===== config.mk =====
export PLATFORM = sky130hd
export DESIGN_NAME = multicycle_ctrl
export DESIGN_NICKNAME = d
export VERILOG_FILES = /design/src/rtl/multicycle_ctrl.sv
export SDC_FILE = /design/constraint.sdc
export NUM_CORES = 1
export LEC_CHECK = 0
export CORE_MARGIN = 4
export CORE_UTILIZATION = 40
export CTS_BUF_LIST = sky130_fd_sc_hd__clkbuf_16
export CTS_CLUSTER_SIZE = 30
export DETAILED_ROUTE_END_ITERATION = 8
export PLACE_DENSITY = 0.86
export SETUP_SLACK_MARGIN = 0.3
export SYNTH_ARGS = -nofsm -noshare
export SYNTH_HDL_FRONTEND = slang
export SYNTH_SLANG_ARGS = --single-unit

===== constraint.sdc =====
create_clock -name clk -period 1.91 [get_ports clk]
set_clock_uncertainty 0.15 [all_clocks]
set_input_delay 0.382 -clock clk [delete_from_list [all_inputs] [get_ports clk]]
set_output_delay 0.382 -clock clk [all_outputs]
set_load 0.01 [all_outputs]

===== src/rtl/multicycle_ctrl.sv =====
// Multicycle RV32 control FSM with memory-wait timeout and trap handling.
// Optional multiply/divide sequencing is enabled by defining CTRL_MULDIV_EN.
module multicycle_ctrl #(
    parameter int unsigned SEL_W   = 3,
    parameter int unsigned ALUOP_W = 2,
    parameter int unsigned TIMEOUT = 16
) (
    input  logic               clk,
    input  logic               resetn,
    input  logic [6:0]         op,
    input  logic [2:0]         funct3,
    input  logic               funct7_0,
    input  logic               mem_ready,
    input  logic               md_done,
    output logic               pc_write,
    output logic               ir_write,
    output logic               pc_src,
    output logic               reg_write,
    output logic               imm,
    output logic               mem_write,
    output logic               branch,
    output logic               mem_req,
    output logic               md_start,
    output logic [1:0]         adr_src,
    output logic [ALUOP_W-1:0] alu_op,
    output logic [SEL_W-1:0]   alu_src_a,
    output logic [SEL_W-1:0]   alu_src_b,
    output logic [SEL_W-1:0]   result_src,
    output logic               halt,
    output logic [1:0]         trap_cause,
    output logic [3:0]         state_o
);

    localparam int unsigned CNT_W = $clog2(TIMEOUT);

    typedef enum logic [3:0] {
        S_FETCH   = 4'd0,
        S_DECODE  = 4'd1,
        S_MEMADR  = 4'd2,
        S_MEMREAD = 4'd3,
        S_MEMWB   = 4'd4,
        S_MEMWR   = 4'd5,
        S_EXECR   = 4'd6,
        S_ALUWB   = 4'd7,
        S_EXECI   = 4'd8,
        S_JAL     = 4'd9,
        S_BRANCH  = 4'd10,
        S_JALR    = 4'd11,
        S_AUIPC   = 4'd12,
        S_LUI     = 4'd13,
`ifdef CTRL_MULDIV_EN
        S_TRAP    = 4'd14,
        S_MULDIV  = 4'd15
`else
        S_TRAP    = 4'd14
`endif
    } state_t;

    state_t           state;
    logic [CNT_W-1:0] wait_cnt;
    logic [1:0]       cause;
    logic             timed_out;

    assign timed_out  = (wait_cnt == CNT_W'(TIMEOUT - 1));
    assign state_o    = state;
    assign trap_cause = cause;

`ifdef CTRL_MULDIV_EN
    logic unused_ok;
    assign unused_ok = ^funct3;
`else
    logic unused_ok;
    assign unused_ok = ^{funct3, funct7_0, md_done};
`endif

    // wait_cnt clears by default; only the wait states override it.
    // In MULDIV/ALUWB a nonzero count marks "not first cycle" / "md result".
    always_ff @(posedge clk) begin
        if (!resetn) begin
            state    <= S_FETCH;
            wait_cnt <= '0;
            cause    <= '0;
        end else begin
            wait_cnt <= '0;
            case (state)
                S_FETCH, S_MEMREAD, S_MEMWR: begin
                    if (mem_ready) begin
                        state <= (state == S_FETCH)   ? S_DECODE :
                                 (state == S_MEMREAD) ? S_MEMWB  : S_FETCH;
                    end else if (timed_out) begin
                        state <= S_TRAP;
                        cause <= 2'd2;
                    end else begin
                        wait_cnt <= wait_cnt + CNT_W'(1);
                    end
                end
                S_DECODE: begin
                    case (op)
                        7'b0000011, 7'b0100011: state <= S_MEMADR;
`ifdef CTRL_MULDIV_EN
                        7'b0110011: state <= funct7_0 ? S_MULDIV : S_EXECR;
`else
                        7'b0110011: state <= S_EXECR;
`endif
                        7'b0010011: state <= S_EXECI;
                        7'b1101111: state <= S_JAL;
                        7'b1100011: state <= S_BRANCH;
                        7'b1100111: state <= S_JALR;
                        7'b0010111: state <= S_AUIPC;
                        7'b0110111: state <= S_LUI;
                        7'b1110011: begin
                            state <= S_TRAP;
                            cause <= 2'd1;
                        end
                        default: begin
                            state <= S_TRAP;
                            cause <= 2'd0;
                        end
                    endcase
                end
                S_MEMADR: state <= (op == 7'b0100011) ? S_MEMWR : S_MEMREAD;
                S_MEMWB, S_ALUWB, S_JAL, S_BRANCH: state <= S_FETCH;
                S_EXECR, S_EXECI, S_JALR, S_AUIPC, S_LUI: state <= S_ALUWB;
                S_TRAP: state <= S_TRAP;
`ifdef CTRL_MULDIV_EN
                S_MULDIV: begin
                    wait_cnt <= CNT_W'(1);
                    if (md_done) state <= S_ALUWB;
                end
`endif
                default: state <= S_FETCH;
            endcase
        end
    end

    always_comb begin
        pc_write   = 1'b0;
        ir_write   = 1'b0;
        pc_src     = 1'b0;
        reg_write  = 1'b0;
        imm        = 1'b0;
        mem_write  = 1'b0;
        branch     = 1'b0;
        mem_req    = 1'b0;
        md_start   = 1'b0;
        halt       = 1'b0;
        adr_src    = '0;
        alu_op     = '0;
        alu_src_a  = '0;
        alu_src_b  = '0;
        result_src = '0;
        case (state)
            S_FETCH: begin
                mem_req   = 1'b1;
                alu_src_b = SEL_W'(1);
                ir_write  = mem_ready;
                pc_write  = mem_ready;
            end
            S_DECODE: begin
                alu_src_a = SEL_W'(2);
                alu_src_b = SEL_W'(2);
            end
            S_MEMADR: begin
                alu_src_a = SEL_W'(1);
                alu_src_b = SEL_W'(2);
            end
            S_MEMREAD: begin
                adr_src = 2'd1;
                mem_req = 1'b1;
            end
            S_MEMWR: begin
                adr_src   = 2'd1;
                mem_req   = 1'b1;
                mem_write = 1'b1;
            end
            S_MEMWB: begin
                reg_write  = 1'b1;
                result_src = SEL_W'(1);
            end
            S_ALUWB: begin
                reg_write = 1'b1;
`ifdef CTRL_MULDIV_EN
                if (wait_cnt != '0) result_src = SEL_W'(3);
`endif
            end
            S_EXECR: begin
                alu_src_a = SEL_W'(1);
                alu_op    = ALUOP_W'(2);
            end
            S_EXECI: begin
                alu_src_a = SEL_W'(1);
                alu_src_b = SEL_W'(2);
                alu_op    = ALUOP_W'(2);
                imm       = 1'b1;
            end
            S_JAL: begin
                alu_src_a  = SEL_W'(2);
                alu_src_b  = SEL_W'(1);
                pc_write   = 1'b1;
                reg_write  = 1'b1;
                result_src = SEL_W'(2);
            end
            S_BRANCH: begin
                alu_src_a = SEL_W'(1);
                alu_op    = ALUOP_W'(1);
                branch    = 1'b1;
                pc_src    = 1'b1;
            end
            S_JALR: begin
                alu_src_a = SEL_W'(2);
                alu_src_b = SEL_W'(1);
                pc_write  = 1'b1;
                pc_src    = 1'b1;
                imm       = 1'b1;
            end
            S_AUIPC: begin
                alu_src_a = SEL_W'(2);
                alu_src_b = SEL_W'(2);
            end
            S_LUI: begin
                alu_src_a = SEL_W'(3);
                alu_src_b = SEL_W'(2);
            end
            S_TRAP: halt = 1'b1;
`ifdef CTRL_MULDIV_EN
            S_MULDIV: md_start = (wait_cnt == '0);
`endif
            default: ;
        endcase
    end

endmodule


==> results.sh <==
export IMPL_status="finished with violations"
export IMPL_failed_checks="setup timing"
export IMPL_yosys_area_top_type_share_pct=20.5
export IMPL_start_kind="flip-flop"
export IMPL_setup_violations_final=4
export IMPL_ys_ff_latch=10
export IMPL_port_buffers=33
export IMPL_rsz0062_at_grt="true"
export IMPL_yosys_area_top_type="dfxtp_1"
export IMPL_multi_input_area_um2=882
export IMPL_post_place_cells=216
export IMPL_drc=0
export IMPL_cts_hold_buf=0
export IMPL_track_usage_pct=25.2
export IMPL_final_cells=237
export IMPL_drive_gt1_share_pct=58.9
export IMPL_gp_congestion=0.941
export IMPL_synth_edff_count=0
export IMPL_wire_per_inst_um=18.3
export IMPL_pwr_share_comb_pct=74.3
export IMPL_syn_cell_area_um2=975
export IMPL_whs_ps=302
export IMPL_io_pins=44
export IMPL_hold_viol_final=0
export IMPL_synth_ff_type="dfxtp_1"
export IMPL_ys_async_sr_fraction_pct=0
export IMPL_irDropWorstVdd_v=0.00109
export IMPL_cts_buffer_depth=2
export IMPL_drt_iter0_drc=71
export IMPL_fin_nets=226
export IMPL_n_fill_cell=117
export IMPL_yosysWarningCount=0
export IMPL_power_mw=2.95
export IMPL_dp_hpwl_mm=2.63
export IMPL_coreArea_mm2=0.00228
export IMPL_hold_path_class="flip-flop to flip-flop"
export IMPL_register_area_um2=215
export IMPL_grt_pass1_vias=1372
export IMPL_grt_max_degree=12
export IMPL_cp_max_fo=4
export IMPL_p_leak_nw=0.865
export IMPL_clock_latency_ps=240
export IMPL_antenna_found_initial=0
export IMPL_antennaDiodeCount=0
export IMPL_max_cap_violations=0
export IMPL_slew_violations=0
export IMPL_tritoncts_num_buffers=3
export IMPL_die_x_um=57.4
export IMPL_grt_first_pass_wirelength_mm=6.45
export IMPL_cts_sinks=10
export IMPL_syn_inst=130
export IMPL_grt_ovfl_total=0
export IMPL_power_frac_clock_pct=12.7
export IMPL_reg2regPathDepth=8
export IMPL_synth_distinct_cells=46
export IMPL_synth_avg_cell_area_um2=7.50
export IMPL_root_buffer="clkbuf_16"
export IMPL_vias=1405
export IMPL_seq_area_frac_synth_pct=20.5
export IMPL_switchingPower_mw=1.28
export IMPL_cts_tree="built"
export IMPL_p_int_mw=1.68
export IMPL_drt_pass1_iter_count=4
export IMPL_ant_nets=0
export IMPL_rows=17
export IMPL_initial_core_util_pct=42.8
export IMPL_cts_htree_levels=1
export IMPL_critPathKind="flip-flop to flip-flop"
export IMPL_worstPathArrival_ps=1930
export IMPL_reg2reg_slack_ps=-30
export IMPL_p_seq_share_pct=12.9
export IMPL_clock_fmax_mhz=516
export IMPL_dieHeight_um=57.4
export IMPL_syn_to_final_growth_pct=96.9
export IMPL_dp_slack_ps=-281
export IMPL_period_share_pct=101
export IMPL_ys_top_cells_by_area="dfxtp_1 21%, buf_4 5.4%, nor2_1 5.0%, a21oi_1 4.6%, o21ai_0 3.6%"
export IMPL_worst_path_most_repeated_cell="buf_6"
export IMPL_fin_util_pct=84.3
export IMPL_end_kind="flip-flop"
export IMPL_crit_chain="buf_6 -> buf_6 -> and4bb_2 -> buf_6 -> a22oi_2 -> nor2b_2 -> nand4b_4 -> o22ai_2"
export IMPL_die_area_mm2=0.00329
export IMPL_whs_path_depth=2
export IMPL_critical_path_slowest_cell="dfxtp_4"
export IMPL_viasPerCell=5.93
export IMPL_p_per_area_mw_per_mm2=1540
export IMPL_yosysMostFrequentCell="nor2_1"
export IMPL_path_clk_slew_ps=40
export IMPL_swShare_pct=43.3
export IMPL_setup_ws_ps=-28.0
export IMPL_worstPathRequired_ps=1910
export IMPL_synth_common_cells="13 x nor2_1, 10 x dfxtp_1, 9 x a21oi_1, 9 x nand2_1"
export IMPL_cpPeakStageDelay_ps=360
export IMPL_period_needed_ps=1940
export IMPL_drt_wl_total_mm=4.33
[cells in the final DEF, fill, tap and decap left out, drive strengths merged, types with 4 or more instances in the layout]
| cell type | synthesis | final |
|---|---|---|
| a21oi | 9 | 9 |
| and2 | 5 | 5 |
| buf | 13 | 71 |
| clkbuf | 1 | 4 |
| conb | 1 | 5 |
| dfxtp | 10 | 10 |
| dlygate4sd2 | 0 | 10 |
| inv | 6 | 5 |
| nand2 | 9 | 9 |
| nand3 | 6 | 6 |
| nor2 | 13 | 13 |
| nor2b | 5 | 5 |
| nor3 | 5 | 5 |
| o21ai | 8 | 8 |
[critical path, delay by kind of cell, from the launching register on]
| kind | cells | cell delay (ps) |
|---|---|---|
| AO/OA/AOI/OAI | 2 | 410 |
| flip-flops | 1 | 360 |
| AND/OR/NAND/NOR | 3 | 600 |
| buffers and inverters | 3 | 320 |
[timing repair]
item                                    4_1_cts  5_1_grt
endpoints found under the setup margin       34       31
buffers inserted                             12        5
pin swaps                                    17       13
gates resized for setup                     124       26
cloned                                        0        0
[state kept, by name, summed over array words and instances (netlist names)]
| register | cells |
|---|---|
| wait_cnt | 4 |
| state_o | 4 |
| trap_cause | 2 |
[cell type report]
cell class	instances	area share, %
tap	28	1.83
inverter	6	1.37
sequential	10	11.2
clock buffer	3	3.91
clock inverter	1	0.196
multi-input combinational	104	46.0
timing repair buffer	85	35.5
[power groups by stage]
stage	combinational [mW]	clock, mW	sequential [mW]
finish	2.20	0.375	0.382
global route	2.29	0.389	0.385
CTS	1.94	0.369	0.369
detailed placement	1.73	0	0.347
global placement	1.68	0	0.345
floorplan	0.978	0	0.307
[through the flow]
| stage | area (um2) | setup TNS (ps) |
|---|---|---|
| after floorplan | 1060 | 0 |
| after global placement | 1580 | -1890 |
| after detailed placement | 1580 | -2580 |
| after CTS | 1820 | 0 |
| after global routing | 1920 | -527 |
| final | 1920 | -61.8 |
[kinds of logic after synthesis]
group	share of synthesized area, %
AND/OR/NAND/NOR	34.4
buffers and inverters	11.8
AO/OA/AOI/OAI	26.3
other	0.385
adder cells (fa/ha/maj)	1.28
XOR/XNOR	5.26
flip-flops	20.5
[layer usage]
layer / global-route usage, % / share of wire (%) / vias up / wire length [um]
met5: 0 / 0 / - / 0
met1: 27.6 / 38 / 669 / 1640
met4: 11.3 / 4.1 / 0 / 177
met3: 7.69 / 7.8 / 23 / 339
met2: 44.0 / 50 / 90 / 2170
li1: - / - / 623 / -
[final timing paths]
| kind | start | to |
|---|---|---|
| hold / removal | trap_cause[1] | trap_cause[1] |
| setup reg to reg | state_o[1] | state_o[1] |
| setup / recovery | state_o[1] | state_o[1] |
| hold reg to reg | trap_cause[1] | trap_cause[1] |
Note: power is estimated with default switching activity, not from simulation.
==> RTL edit 1, RTL diff (same settings) <==
Set the parameter `TIMEOUT` to 8 (it was 16).
--- a/src/rtl/multicycle_ctrl.sv
+++ b/src/rtl/multicycle_ctrl.sv
@@ -5,3 +5,3 @@
     parameter int unsigned ALUOP_W = 2,
-    parameter int unsigned TIMEOUT = 16
+    parameter int unsigned TIMEOUT = 8
 ) (
Function: changed (Yosys sat finds a counterexample within 10 cycles, from zero or initial values and one cycle with resetn low).
==> RTL edit 1 against the unedited design <==
  * Critical path depth shrank 1
  * Setup slack gained 31 ps
  * Combinational power shrank 13%
  * Sequential cell count shrank 1
  * Core utilization grew 2.8 points
  * Sequential power shrank 16%
  * Power shrank 12%
  * Synthesized area grew 3.7%
  * Design area grew 4.3%
  * Wire length grew 13%
  * Via count grew 4.1%
  * Largest power group unchanged
  * Highest routed layer unchanged
==> RTL edit 1: results (changes against the unedited design) <==
- Clock Power Share: 14.3% (was 12.7%)
- Worst VDD drop: 0.000921 V (was 0.00109 V)
- Status: completed (was finished with violations)
- Minimum setup slack among reg-to-reg paths: 3 ps (was -30 ps)
- Hold path depth: 1 (was 2)
- Layout cells sized above 1: 56.7% (was 58.9%)
- Pleak: 0.902 nW (was 0.865 nW)
- HP Start: wait_cnt[0]$_SDFF_PP0_ (was trap_cause[1]$_SDFFE_PN0P_)
- Post-DR wirelength/cell: 20.0 um (was 18.3 um)
- Share of the synthesized area in the top cell type: 17.8% (was 20.5%)
- Psw: 1.17 mW (was 1.28 mW)
- CP arrival: 1870 ps (was 1930 ps)
- Total Routing Usage GR: 26.0% (was 25.2%)
- Nets: 235 (was 226)
- Synth top area cells: dfxtp_1, nand2b_1, a21oi_1, buf_4, nor2_1 (was dfxtp_1, buf_4, nor2_1, a21oi_1, o21ai_0)
- First-pass GRT wire length: 6730 um (was 6450 um)
- Pin count of the biggest net entering global routing: 11 (was 12)
- Synth top cells by count: nor2_1, a21oi_1, nand2_1 (was nor2_1, dfxtp_1, a21oi_1, nand2_1)
- Placer Congestion: 0.841 (was 0.941)
- Switching Share: 44.8% (was 43.3%)
- Post-detail-place hpwl: 2730 um (was 2630 um)
- Post-Synth XOR/XNOR Area: 1.73% (was 5.26%)
- Worst path slowest cell: or4b_4 (was dfxtp_4)
- Hold endpoint: wait_cnt[0]$_SDFF_PP0_ (was trap_cause[1]$_SDFFE_PN0P_)
- HP Class: flip-flop to flip-flop (unchanged)
- Mux contribution to synthesized area: 1.98% (was 0%)
- Synth Area in Compound Gates: 25.4% (was 26.3%)
- Routed vias/inst: 5.97 (was 5.93)
- Slowest stage delay, CP: 540 ps (was 360 ps)
- Worst-path fanout max: 6 (was 4)
-- RTL edit 1: area by class of cell --
type / instances / area share (%)
clock buffers: 3 / 3.75
clock inverters: 1 / 0.188
inverters: 6 / 1.13
multi-input cells: 113 / 49.6
flip-flops and latches: 9 / 9.63
well taps: 28 / 1.75
repair buffers: 85 / 33.9
-- RTL edit 1: how the worst max path moves through the flow --
stage                            start                      end  slack [ps]  cells past startpoint
2_1_floorplan  state_o[3]$_SDFFE_PN0P_             alu_src_b[1]         260                      5
3_3_place_gp                 mem_ready                 pc_write        -270                      4
3_5_place_dp                 mem_ready                 pc_write        -270                      4
4_1_cts        state_o[1]$_SDFFE_PN0P_                reg_write          -2                      3
5_1_grt        state_o[2]$_SDFFE_PN0P_  state_o[2]$_SDFFE_PN0P_         -60                      8
6_report       state_o[1]$_SDFFE_PN0P_  state_o[1]$_SDFFE_PN0P_           3                      7
-- RTL edit 1: stage by stage --
step                      util (%)  instances  cell area [um2]  setup slack [ps]  hold slack [ps]
after floorplan                  -        144             1050               261              248
after global placement        69.5        230             1600              -266              258
after detailed placement      69.5        230             1600              -270              302
after CTS                     80.8        239             1860             -1.79              316
after global routing          87.1        245             2000             -57.9              328
final                         87.1        245             2000              2.54              336
-- RTL edit 1: worst max-delay path: cells and delay by family, from the launching register on --
kind                   cells  cell delay (ps)
and+or+nand+nor            3              800
AOI/OAI and AO/OA          2              190
DFF                        1              360
buffers and inverters      2              270
-- RTL edit 1: metal layers --
metal	track usage (%)	vias up	share of wire, %
met4	14.9	0	3.8
met5	0	-	0
met3	3.79	20	8.0
li1	-	642	-
met2	51.2	103	52
met1	24.8	698	36
-- RTL edit 1: what timing repair did --
action | in CTS | in global routing
pin swaps | 11 | 12
buffers inserted | 5 | 6
gates resized for setup | 120 | 43
endpoints found under the setup margin | 33 | 28
==> RTL edit 2, RTL diff (same settings) <==
Made on the original files. Reset style: asynchronous (`resetn`), changed in one clocked block.
--- a/src/rtl/multicycle_ctrl.sv
+++ b/src/rtl/multicycle_ctrl.sv
@@ -77,3 +77,3 @@
     // In MULDIV/ALUWB a nonzero count marks "not first cycle" / "md result".
-    always_ff @(posedge clk) begin
+    always_ff @(posedge clk or negedge resetn) begin
         if (!resetn) begin
Behaviour: differs if resetn is asserted again (counterexample within 4 cycles, from zero or initial values and one cycle with resetn low); with resetn held inactive, the same outputs for 10 cycles.
==> RTL edit 2 against the unedited design <==
  * The flow now stops in 5_1_grt
  * Synthesized area is 4.0% higher
==> RTL edit 2: results (changes against the unedited design) <==
- Log Error: [ERROR DPL-0038] Utilization greater than 100%, impossible to legalize
- DP Worst Slack: -321 ps (was -281 ps)
- Synth warn: 0 (unchanged)
- Mux contribution to synthesized area: 2.96% (was 0%)
- Pin count of the biggest net entering global routing: 11
- Ys flop type: dfrtp_1 (was dfxtp_1)
- Synth top area cells: dfrtp_1, nor2_1, buf_4, nor3_1, nand2_1 (was dfxtp_1, buf_4, nor2_1, a21oi_1, o21ai_0)
- Post-synthesis sequential area ratio: 24.7% (was 20.5%)
- Library cells used by synthesis: 47 (was 46)
- Halt Stage: 5_1_grt
- Clock root cell: clkbuf_16 (unchanged)
- Synth top cells by count: nor2_1, nand2_1, dfrtp_1 (was nor2_1, dfxtp_1, a21oi_1, nand2_1)
- Worst_ep kind: register input
- Number of port buffers: 33 (unchanged)
- Status: did not finish (was finished with violations)
- Post-synthesis adder-cell area fraction: 1.23% (was 1.28%)
- Post-Synth XOR/XNOR Area: 2.59% (was 5.26%)
- CTS Sinks: 10 (unchanged)
- Post-detail-place hpwl: 2790 um (was 2630 um)
- Pin ending the worst setup path after global-route repair: trap_cause[0]$_DFFE_PN0P_/D
- H-tree depth: 1 (unchanged)
- Placer Congestion: 0.825 (was 0.941)
- Fraction of registers with async set or reset after synthesis: 100% (was 0%)
- CTS Buf Count: 3 (unchanged)
- Synth Area in Compound Gates: 22.3% (was 26.3%)
- Clock Path Buffers: 2 (unchanged)
==> RTL edit 2: cells by family after synthesis <==
kind of cell	after synthesis
and+or+nand+nor	64
AOI/OAI and AO/OA	34
buffers and inverters	19
DFF	10
xor gates and xnor gates	3
muxes	3
adders and majority gates	1
other	1
==> RTL edit 2: repair_timing <==
action	in CTS
pin swaps	24
setup buffers	22
cloned	2
resized for setup	165
hold buffers	0
setup endpoints to repair	33
==> RTL edit 2: per-stage QoR <==
stage	area [um2]	cells
floorplan	1070	139
global placement	1670	230
detailed placement	1670	230
CTS	2220	258
